[src/rtl/sl_preceptron_seq.sv]
// Purpose: job sequencer for a perceptron core; it loads weights, streams data, then collects the result.
// Latency: memory writes and data beats appear one cycle after they are accepted; a result follows core_done or a timeout by one cycle.
// Backpressure: w_ready and d_ready depend on state only; the result is held stable until res_ready is asserted.
module sl_preceptron_seq #(
    parameter int DATA_IN_LANES  = 4,
    parameter int DATA_IN_WIDTH  = 8,
    parameter int WEIGHTS_WIDTH  = 8,
    parameter int MEM_ADDR_WIDTH = 16,
    parameter int VECTOR_LENGTH  = 128,
    parameter int SUM_WIDTH      = DATA_IN_WIDTH + WEIGHTS_WIDTH + $clog2(VECTOR_LENGTH),
    parameter int TIMEOUT_CCS    = 64
) (
    input  logic                                   clk,
    input  logic                                   rst,
    input  logic                                   start,
    input  logic                                   reuse_w,
    input  logic [SUM_WIDTH-1:0]                   threshold,
    input  logic                                   abort,
    input  logic                                   w_valid,
    output logic                                   w_ready,
    input  logic [WEIGHTS_WIDTH-1:0]               w_data,
    input  logic                                   d_valid,
    output logic                                   d_ready,
    input  logic [DATA_IN_LANES*DATA_IN_WIDTH-1:0] d_data,
    output logic                                   mem_wen,
    output logic [MEM_ADDR_WIDTH-1:0]              mem_addr,
    output logic [WEIGHTS_WIDTH-1:0]               mem_wdata,
    output logic                                   data_valid,
    output logic [DATA_IN_LANES*DATA_IN_WIDTH-1:0] data_in,
    output logic [SUM_WIDTH-1:0]                   cfg_ai_threshold,
    input  logic                                   core_done,
    input  logic [SUM_WIDTH-1:0]                   status_ai_sum,
    input  logic                                   status_ai_comparator,
    output logic                                   res_valid,
    input  logic                                   res_ready,
    output logic [SUM_WIDTH-1:0]                   res_sum,
    output logic                                   res_comp,
    output logic                                   res_err,
    output logic                                   busy
);

    localparam int BEATS = VECTOR_LENGTH / DATA_IN_LANES;
    localparam int WCW   = $clog2(VECTOR_LENGTH + 1);
    localparam int DCW   = $clog2(BEATS + 1);
    localparam int TCW   = $clog2(TIMEOUT_CCS + 1);
    localparam logic [WCW-1:0] W_LAST = WCW'(VECTOR_LENGTH - 1);
    localparam logic [DCW-1:0] D_LAST = DCW'(BEATS - 1);
    localparam logic [TCW-1:0] T_LAST = TCW'(TIMEOUT_CCS - 1);

    typedef enum logic [2:0] {
        IDLE     = 3'd0,
        LOAD_W   = 3'd1,
        STREAM   = 3'd2,
        WAIT_RES = 3'd3,
        RESULT   = 3'd4
    } state_t;

    state_t          state, state_nxt;
    logic [WCW-1:0]  w_cnt;
    logic [DCW-1:0]  d_cnt;
    logic [TCW-1:0]  t_cnt;

    // State register.
    always_ff @(posedge clk or posedge rst) begin
        if (rst) state <= IDLE;
        else     state <= state_nxt;
    end

    // Next state and state-decoded handshakes; abort overrides every other event.
    always_comb begin
        state_nxt = state;
        w_ready   = 1'b0;
        d_ready   = 1'b0;
        res_valid = 1'b0;
        busy      = (state != IDLE);
        case (state)
            IDLE: begin
                if (start) state_nxt = reuse_w ? STREAM : LOAD_W;
            end
            LOAD_W: begin
                w_ready = 1'b1;
                if (w_valid && (w_cnt == W_LAST)) state_nxt = STREAM;
            end
            STREAM: begin
                d_ready = 1'b1;
                if (d_valid && (d_cnt == D_LAST)) state_nxt = WAIT_RES;
            end
            WAIT_RES: begin
                if (core_done || (t_cnt == T_LAST)) state_nxt = RESULT;
            end
            RESULT: begin
                res_valid = 1'b1;
                if (res_ready) state_nxt = IDLE;
            end
            default: state_nxt = IDLE;
        endcase
        if (abort) state_nxt = IDLE;
    end

    // Datapath: counters, registered core-side outputs and result capture.
    always_ff @(posedge clk or posedge rst) begin
        if (rst) begin
            w_cnt            <= '0;
            d_cnt            <= '0;
            t_cnt            <= '0;
            mem_wen          <= 1'b0;
            mem_addr         <= '0;
            mem_wdata        <= '0;
            data_valid       <= 1'b0;
            data_in          <= '0;
            cfg_ai_threshold <= '0;
            res_sum          <= '0;
            res_comp         <= 1'b0;
            res_err          <= 1'b0;
        end else begin
            mem_wen    <= 1'b0;
            data_valid <= 1'b0;
            data_in    <= '0;
            if (abort) begin
                w_cnt <= '0;
                d_cnt <= '0;
                t_cnt <= '0;
            end else begin
                case (state)
                    IDLE: begin
                        if (start) begin
                            cfg_ai_threshold <= threshold;
                            w_cnt            <= '0;
                            d_cnt            <= '0;
                            t_cnt            <= '0;
                        end
                    end
                    LOAD_W: begin
                        if (w_valid) begin
                            mem_wen   <= 1'b1;
                            mem_addr  <= MEM_ADDR_WIDTH'(w_cnt);
                            mem_wdata <= w_data;
                            w_cnt     <= (w_cnt == W_LAST) ? '0 : w_cnt + 1'b1;
                        end
                    end
                    STREAM: begin
                        if (d_valid) begin
                            data_valid <= 1'b1;
                            data_in    <= d_data;
                            d_cnt      <= (d_cnt == D_LAST) ? '0 : d_cnt + 1'b1;
                        end
                    end
                    WAIT_RES: begin
                        // A core result on the final timeout cycle still wins over the error.
                        if (core_done) begin
                            res_sum  <= status_ai_sum;
                            res_comp <= status_ai_comparator;
                            res_err  <= 1'b0;
                            t_cnt    <= '0;
                        end else if (t_cnt == T_LAST) begin
                            res_sum  <= '0;
                            res_comp <= 1'b0;
                            res_err  <= 1'b1;
                            t_cnt    <= '0;
                        end else begin
                            t_cnt <= t_cnt + 1'b1;
                        end
                    end
                    default: ;
                endcase
            end
        end
    end

endmodule

[config.mk]
export PLATFORM = sky130hd
export DESIGN_NAME = sl_preceptron_seq
export DESIGN_NICKNAME = d
export VERILOG_FILES = /design/src/rtl/sl_preceptron_seq.sv
export SDC_FILE = /design/constraint.sdc
export NUM_CORES = 1
export LEC_CHECK = 0
export BUFFER_PORTS_ARGS = -buffer_cell sky130_fd_sc_hd__buf_4
export CELL_PAD_IN_SITES_DETAIL_PLACEMENT = 2
export CELL_PAD_IN_SITES_GLOBAL_PLACEMENT = 2
export CORE_MARGIN = 2
export CORE_UTILIZATION = 29
export DETAILED_ROUTE_END_ITERATION = 7
export GPL_TIMING_DRIVEN = 1
export HOLD_SLACK_MARGIN = 0.06
export PLACE_DENSITY_LB_ADDON = 0.1
export SYNTH_ARGS = -nofsm -noshare
export SYNTH_HDL_FRONTEND = slang
export SYNTH_SLANG_ARGS = --single-unit
export TNS_END_PERCENT = 50
[constraint.sdc]
create_clock -name clk -period 5.9 [get_ports clk]
set_clock_uncertainty 0.05 [all_clocks]
set_input_delay 1.475 -clock clk [delete_from_list [all_inputs] [get_ports clk]]
set_output_delay 1.475 -clock clk [all_outputs]
set_load 0.02 [all_outputs]
Word level (Yosys, flattened, before mapping):

Index checks and enable logic that the tools add are counted.

* add/sub/neg operators: 3
* $mul: 0
* div/mod/pow operators: 0
* order comparisons: 0
* equal/unequal tests: 14
* shifts and indexed selects: 0
* muxes and demuxes: 41
* bitwise gates (word level): 1
* reductions and logical operators: 16

Operators by type and width (count)
* 32-bit two-way mux: 3
* 23-bit two-way mux: 2
* 8-bit two-way mux: 4
* 7-bit two-way mux: 4
* 6-bit two-way mux: 4
* 3-bit inequality test, second input constant: 7
* 3-bit two-way mux: 6
* 8-bit one-hot mux with 2 select lines: 1
* 3-bit one-hot mux with 5 select lines: 1
* 3-bit AND reduction: 5
* 7-bit one-hot mux with 2 select lines: 1
* 1-bit two-way mux: 13
* 6-bit one-hot mux with 2 select lines: 1
* 3-bit nonzero test: 4
* 8-bit by 1-bit adder with 8-bit output, second input constant: 1
* 8-bit by 7-bit equality test with 1-bit output, second input constant: 1
* 7-bit by 1-bit adder with 7-bit output, second input constant: 1
* 7-bit by 6-bit equality test with 1-bit output, second input constant: 1
* 6-bit by 1-bit adder with 6-bit output, second input constant: 1
* 3-bit by 2-bit equality test with 1-bit output, second input constant: 2
* 6-bit by 5-bit equality test with 1-bit output, second input constant: 1
* 5-bit AND reduction: 1
* 3-bit by 1-bit equality test with 1-bit output, second input constant: 1
* 3-bit equality test, second input constant: 1
* other kinds (7): 8

* bits in registers: 122
* latch bits: 0
* memory bits (writable): 0
* memory bits (read-only): 0
* output and inout bits: 110
* logic and storage cells: 88
* memories kept: 0

Logic depth before layout (Yosys ltp):

Gate-level depths: netlist (run 1).

* depth in word-level cells: 5
* depth in mapped cells: 7
* depth with buffers taken out: 6

Least setup slack after synthesis (run 1):

Ideal clock, no wire load.

* path type: input-to-reg
* from: input abort
* to: register state[1]
* setup time: 128 ps
* arrival time: 2705 ps
* slack: 3016 ps
* stages on the path: 6
* path through: buf_2 or4_1 buf_2 o22a_1 a31oi_1 a31oi_1

* cells in the longest elaborated chain, start to end: 2
* elaborated cells on any way between the ends: 7
* those cells by class: eq/ne (5); mux (1); reduce/logical (1)

RTL lines
* start, declared: line 18 `input logic abort,`
* 3-bit inequality test (no line)
* 5-bit AND reduction (no line)
* end signal, assigned: line 66 `else state <= state_nxt;`
* end, declared: line 58 `state_t state, state_nxt;`

Several ways; a longest one is shown, not always the timed one.
A chain may end at the register's enable or synchronous reset.

Final worst setup path (run 1):

* from: input abort
* to: register w_cnt[7]

* cells in the longest elaborated chain, start to end: 2
* elaborated cells on any way between the ends: 5
* those cells by class: eq/ne (2); mux (1); reduce/logical (2)

RTL lines
* 3-bit inequality test (no line) or 3-bit nonzero test (tied branches)
* 3-bit AND reduction (no line)
* end signal, assigned: line 138 `w_cnt <= (w_cnt == W_LAST) ? '0 : w_cnt + 1'b1;`
* end, declared: line 59 `logic [WCW-1:0] w_cnt;`

Several ways; a longest one is shown, not always the timed one.

==> results of run 1 <==
## cell families after synthesis
group,after synthesis
AO/OA/AOI/OAI,71
adder cells (fa/ha/maj),3
buffers and inverters,32
flip-flops,122
multiplexers,26
other,1
AND/OR/NAND/NOR,159
## synthesized netlist by cell type, drive strengths merged, types with 3 or more instances
| master | count | area (um2) |
|---|---|---|
| inv | 5 | 18.77 |
| nand2 | 68 | 255.2 |
| a22o | 27 | 236.5 |
| o31ai | 6 | 45.04 |
| mux2 | 24 | 270.3 |
| o21ai | 23 | 115.1 |
| a31oi | 5 | 31.28 |
| nand3b | 4 | 30.03 |
| and3 | 5 | 31.28 |
| nor3 | 8 | 45.04 |
| a21oi | 4 | 23.77 |
| nand3 | 10 | 50.05 |
| nor2 | 17 | 66.32 |
| clkbuf | 7 | 26.28 |
| dfrtp | 122 | 3053 |
| and2 | 36 | 225.2 |
| ha | 3 | 37.54 |
| buf | 20 | 120.1 |
## cells in the final DEF, fill, tap and decap left out, drive strengths merged, types with 5 or more instances in the layout
master and n:
buf 200, dfrtp 122, nand2 68, and2 36
a22o 27, mux2 24, o21ai 23, clkbuf 23
nor2 17, nand3 10, conb 8, nor3 8
o31ai 6, and3 5, a31oi 5, inv 5
## how the worst max path moves through the flow
stage / endpoint / slack, ns
after floorplan: cfg_ai_threshold[0]$_DFFE_PP0P_ / 1.13
after global placement: w_cnt[7]$_DFFE_PP0P_ / 2.12
after detailed placement: w_cnt[7]$_DFFE_PP0P_ / 2.02
after CTS: w_cnt[7]$_DFFE_PP0P_ / 2.44
after global routing: w_cnt[7]$_DFFE_PP0P_ / 2.22
final: w_cnt[7]$_DFFE_PP0P_ / 2.47
## state kept, by name, indices dropped and copies added (netlist names)
signal and cells:
data_valid 1, mem_wdata 8, d_cnt 6, res_sum 23, res_err 1, state 3
t_cnt 7, w_cnt 8, data_in 32, mem_addr 8, res_comp 1, cfg_ai_threshold 23
mem_wen 1
## tightest hold or removal path, cell delays in order, from the launching register on
cell	delay, ns
dfrtp_1	0.34
nand2_1	0.05
nand2_1	0.06
## through the flow
stage               cells  instance area (um2)
finish                841                 7024
global route          841                 7024
CTS                   841                 7024
detailed placement    814                 6501
global placement      814                 6501
floorplan             421                 4865
## final cells by class
type	count	area share
inverters	5	0.003028
clock buffers	23	0.06804
repair buffers	200	0.2138
well taps	220	0.03919
flip-flops and latches	122	0.4346
clock inverters	4	0.006413
multi-input cells	267	0.2349
## where the power goes
group	total (mW)	switching, mW	leakage, nW	internal (mW)
clock network	0.948	0.350	0.260	0.598
logic	1.13	0.612	1.76	0.516
registers	1.22	0.151	1.60	1.07
total	3.30	1.11	3.62	2.18
## layer usage
metal,vias to the layer above,part of all wire,global-route usage
met5,-,0,0
met4,0,0.023,0.06797
met3,21,0.077,0.07116
met2,127,0.50,0.2999
met1,1975,0.40,0.1983
li1,1806,-,-
==> qor.yml, run 1 <==
cts:
  root_buffer: "clkbuf_16"
  tritoncts: "yes"
  cts_sinks: 122
  clk_pin_slew_worst_paths_ns: 0.05
  cts_buffers: 17
  cts_setup_buffers: 0
  h-tree-depth: 4
  clock_latency_ns: 0.41
  clock_path_buffers: 2
  hold_buffers: 0
  cts_resized: 0
logic_synthesis:
  synth_cell_types: 39
  synthAdderAreaFrac: 0.007758
  syn-instance-count: 414
  synth-simple-area-share: 0.1632
  synth_xor_xnor_area_share: 0
  ys_seq_elements: 122
  ys_seq_area_frac: 0.6310
  syn_area_um2: 4838
  synth_compound_area_frac: 0.1032
  synth_top_family_by_area: "simple AND/OR/NAND/NOR gates"
  synth_edf_count: 0
  synthMuxAreaShare: 0.05999
  synthArstFlopShare: 1.000
  syn_avg_cell_area_um2: 11.69
  synth-main-ff-cell: "dfrtp_1"
  ys_warn_count: 0
global_route:
  antenna_found_initial: 0
  grt_pass1_vias: 4553
  grt_overflow: 0
  grt_start_max_net_pins: 54
  grt_pass1_wl_um: 24300
  grt_util_all_layers: 0.1760
worst_setup_path:
  regToRegSetupSlack_ns: 3.07
  r2r-start: "state[1]$_DFFE_PP0P_"
  crit_chain: "buf_4 -> nor4b_2 -> nand2_1 -> inv_1 -> and2_1 -> o21ai_0 -> o41ai_1"
  cp_data_required_time_ns: 6.13
  r2r-end: "w_cnt[7]$_DFFE_PP0P_"
  cp-startpoint: "abort"
  cp.depth: 7
  timing.setup.critical_path_class: "in2reg"
  end_kind: "register"
  path_buf_inv: 2
  critPathTopFamily: "simple AND/OR/NAND/NOR gates"
  reg2regPathDepth: 6
  worstPathArrival_ns: 3.66
  crit_slowest_cell: "inv_1"
  critical_path.max_stage_delay_ns: 0.71
  cp-start-kind: "input port"
  path_max_fanout: 22
run:
  cap_violations: 0
drt:
  drtIter0Drc: 92
  first_pass_iters: 4
  ant_nets: 0
  vias: 3929
  routed_via_density: 4.672
  route.detailed.drc: 0
  wirelength_um: 15150
  wire_per_inst_um: 18.01
layout:
  nNetsFinal: 712
  antenna_cells: 0
  fillers: 1775
  regArea_um2: 3053
  utilization: 0.4266
  area_growth_pct: 45.18
  multi_input_area_um2: 1650
  layout-drive-gt1-share: 0.4026
die:
  row_count: 47
  fp.coreArea_um2: 16470
  die_area_um2: 17730
  die_h_um: 133.2
  initial_core_util: 0.2938
  io_pins: 206
  die_x_um: 133.2
placement:
  routabilityCongestion: 0.7560
  port_buffers: 197
  pre_cts_slack_ns: 2.019
  dpl.hpwl_um: 10940
power_and_ir_drop:
  powerDensity_nw_per_um2: 469.1
  power.total_mw: 3.295
  ir_drop_uv: 188.9
  leakagePower_nw: 3.620
timing:
  whs_ns: 0.4319
  setup_violations: 0
  setup_tns_ns: 0
  hold_viol_final: 0
  period_needed_ns: 3.430
  relSlewSlack: 0.2378
  slew_viol_final: 0
  setup_slack_ns: 2.470
  fmax_mhz: 291.6
  period_share: 0.5813
  tightest_slew_ns: 1.143
  rsz0062_at_grt: "no"
worst_hold_path:
  hold_start: "mem_addr[4]$_DFFE_PP0P_"
  holdPathEnd: "mem_addr[4]$_DFFE_PP0P_"
  holdPathStages: 2
  hold_class: "reg2reg"
outcome:
  outcome: "complete, no violations"
(Power assumes the default switching activity.)
==> inputs of run 2 (changes only) <==
- CORE_UTILIZATION: 29 -> 26
- clock period: 5.9 -> 3 ns (I/O delays scaled with it)
==> run 2 against run 1 <==
Global-route usage fell by 1.6 points. Largest cell class unchanged. Critical endpoint is now busy. Highest routed layer unchanged. Non-clock buffer count rose by 8. Via count rose by 0.33%. First-iteration DRC count rose by 34%.
==> qor.yml, run 2 (synthesis gave the netlist of run 1 again) <==
drt:
  route.detailed.drc: 0
  first_pass_iters: 4
  ant_nets: 0
  routed_via_density: 4.563
  wire_per_inst_um: 17.68
  drtIter0Drc: 123
  vias: 3942
  wirelength_um: 15280
cts:
  h-tree-depth: 4
  tritoncts: "yes"
  cts_buffers: 17
  cts_sinks: 122
  cts_setup_buffers: 0
  cts_resized: 0
  hold_buffers: 0
  clock_path_buffers: 2
  root_buffer: "clkbuf_16"
  clock_latency_ns: 0.41
  clk_pin_slew_worst_paths_ns: 0.06
layout:
  regMostFlops: "data_in"
  layout-drive-gt1-share: 0.4180
  fillers: 1917
  top_regs: "data_in: 32 flops, cfg_ai_threshold: 23 flops, res_sum: 23 flops"
  largest_reg_flops: 32
  layout_commonest_cell: "buf_4"
  nNetsFinal: 720
  mostFrequentLayoutCells: "buf_4, dfrtp_1, nand2_1"
  area_growth_pct: 48.54
global_route:
  grt_pass1_wl_um: 24470
  antenna_found_initial: 1
  grt_overflow: 0
  grt_start_max_net_pins: 29
  grt_util_all_layers: 0.1601
  grt_pass1_vias: 4484
timing:
  hold_viol_final: 0
  relSlewSlack: 0.2327
  fmax_mhz: 426.6
  slew_viol_final: 0
  period_needed_ns: 2.344
  setup_tns_ns: 0
  setup_violations: 0
  rsz0062_at_grt: "no"
  period_share: 0.7813
  tightest_slew_ns: 1.151
  setup_slack_ns: 0.6560
die:
  initial_core_util: 0.2675
  row_count: 49
  io_pins: 206
  die_h_um: 140.4
  fp.coreArea_um2: 18090
  die_x_um: 140.4
  die_area_um2: 19720
power_and_ir_drop:
  p_switching_mw: 2.286
  leakagePower_nw: 3.678
  internal_power_mw: 4.465
  powerDensity_nw_per_um2: 939.4
  pwr-share-seq: 0.354
  power.share.switching: 0.3387
  ir_drop_uv: 437.5
  pwr-share-clk: 0.315
  combPwrFrac: 0.331
placement:
  pre_cts_slack_ns: 0.4284
  routabilityCongestion: 0.7154
  dpl.hpwl_um: 11330
  port_buffers: 197
worst_hold_path:
  hold_class: "in2async"
run:
  cap_violations: 0
worst_setup_path:
  worstPathArrival_ns: 1.54
  reg2regPathDepth: 5
  timing.setup.critical_path_class: "reg2out"
  cp-start-kind: "register"
  r2r-end: "data_in[26]$_DFF_PP0_"
  r2r-start: "state[2]$_DFFE_PP0P_"
  path_max_fanout: 13
  end_kind: "output port"
  cp_data_required_time_ns: 2.20
  regToRegSetupSlack_ns: 0.80
outcome:
  outcome: "complete, no violations"
[run 2: cell count changes in the layout (fill, tap and decap cells not counted), sizes merged, moves of 2 or more]
cell / delta
buf: +8
bufinv: +2
clkbuf: -4
clkinvlp: +6
inv: +2
[run 2: power by group through the flow]
stage               registers (mW)  clock network [mW]  logic (mW)
finish                        2.39                2.13        2.23
global placement              2.39                   0        2.23
CTS                           2.40                2.19        2.29
floorplan                     2.88                   0       0.708
detailed placement            2.41                   0        2.29
global route                  2.46                2.26        2.40
[run 2: area by class of cell]
cell class,count,area [um2],share of cell area
well taps,229,286.5,0.03987
flip-flops and latches,122,3053,0.4248
inverters,5,22.52,0.003134
diodes,1,2.502,0.0003482
clock inverters,13,167.7,0.02333
multi-input cells,267,1650,0.2296
repair buffers,208,1562,0.2173
clock buffers,19,442.9,0.06163
[run 2: per-layer routing]
metal / track usage / vias to the layer above / share of wire
li1: - / 1831 / -
met1: 0.1811 / 1981 / 0.39
met2: 0.2773 / 117 / 0.52
met3: 0.06462 / 13 / 0.075
met4: 0.04944 / 0 / 0.012
met5: 0 / - / 0
[run 2: stage by stage]
| step | power (mW) | util | instance area (um2) | hold slack, ns | cells |
|---|---|---|---|---|---|
| floorplan | 3.584 | - | 4868 | 0.4169 | 421 |
| global placement | 4.626 | 0.3635 | 6574 | 0.4088 | 831 |
| detailed placement | 4.699 | 0.3635 | 6574 | 0.4203 | 831 |
| CTS | 6.881 | 0.3972 | 7184 | 0.3669 | 863 |
| global route | 7.128 | 0.3972 | 7184 | 0.3874 | 863 |
| finish | 6.751 | 0.3974 | 7187 | 0.3566 | 864 |
[run 2: worst max-delay path, cell delays in order, from the launching register on]
cell and delay, ns:
dfrtp_1 0.51, or3_1 0.45, buf_4 0.18
[run 2: worst max path at each step]
stage / start / endpoint / cells past startpoint
after global routing: state[2]$_DFFE_PP0P_ / data_in[26]$_DFF_PP0_ / 5
after floorplan: rst / cfg_ai_threshold[0]$_DFFE_PP0P_ / 1
after detailed placement: abort / data_in[23]$_DFF_PP0_ / 6
final: state[0]$_DFFE_PP0P_ / busy / 2
after CTS: state[0]$_DFFE_PP0P_ / busy / 2
after global placement: abort / data_in[23]$_DFF_PP0_ / 6
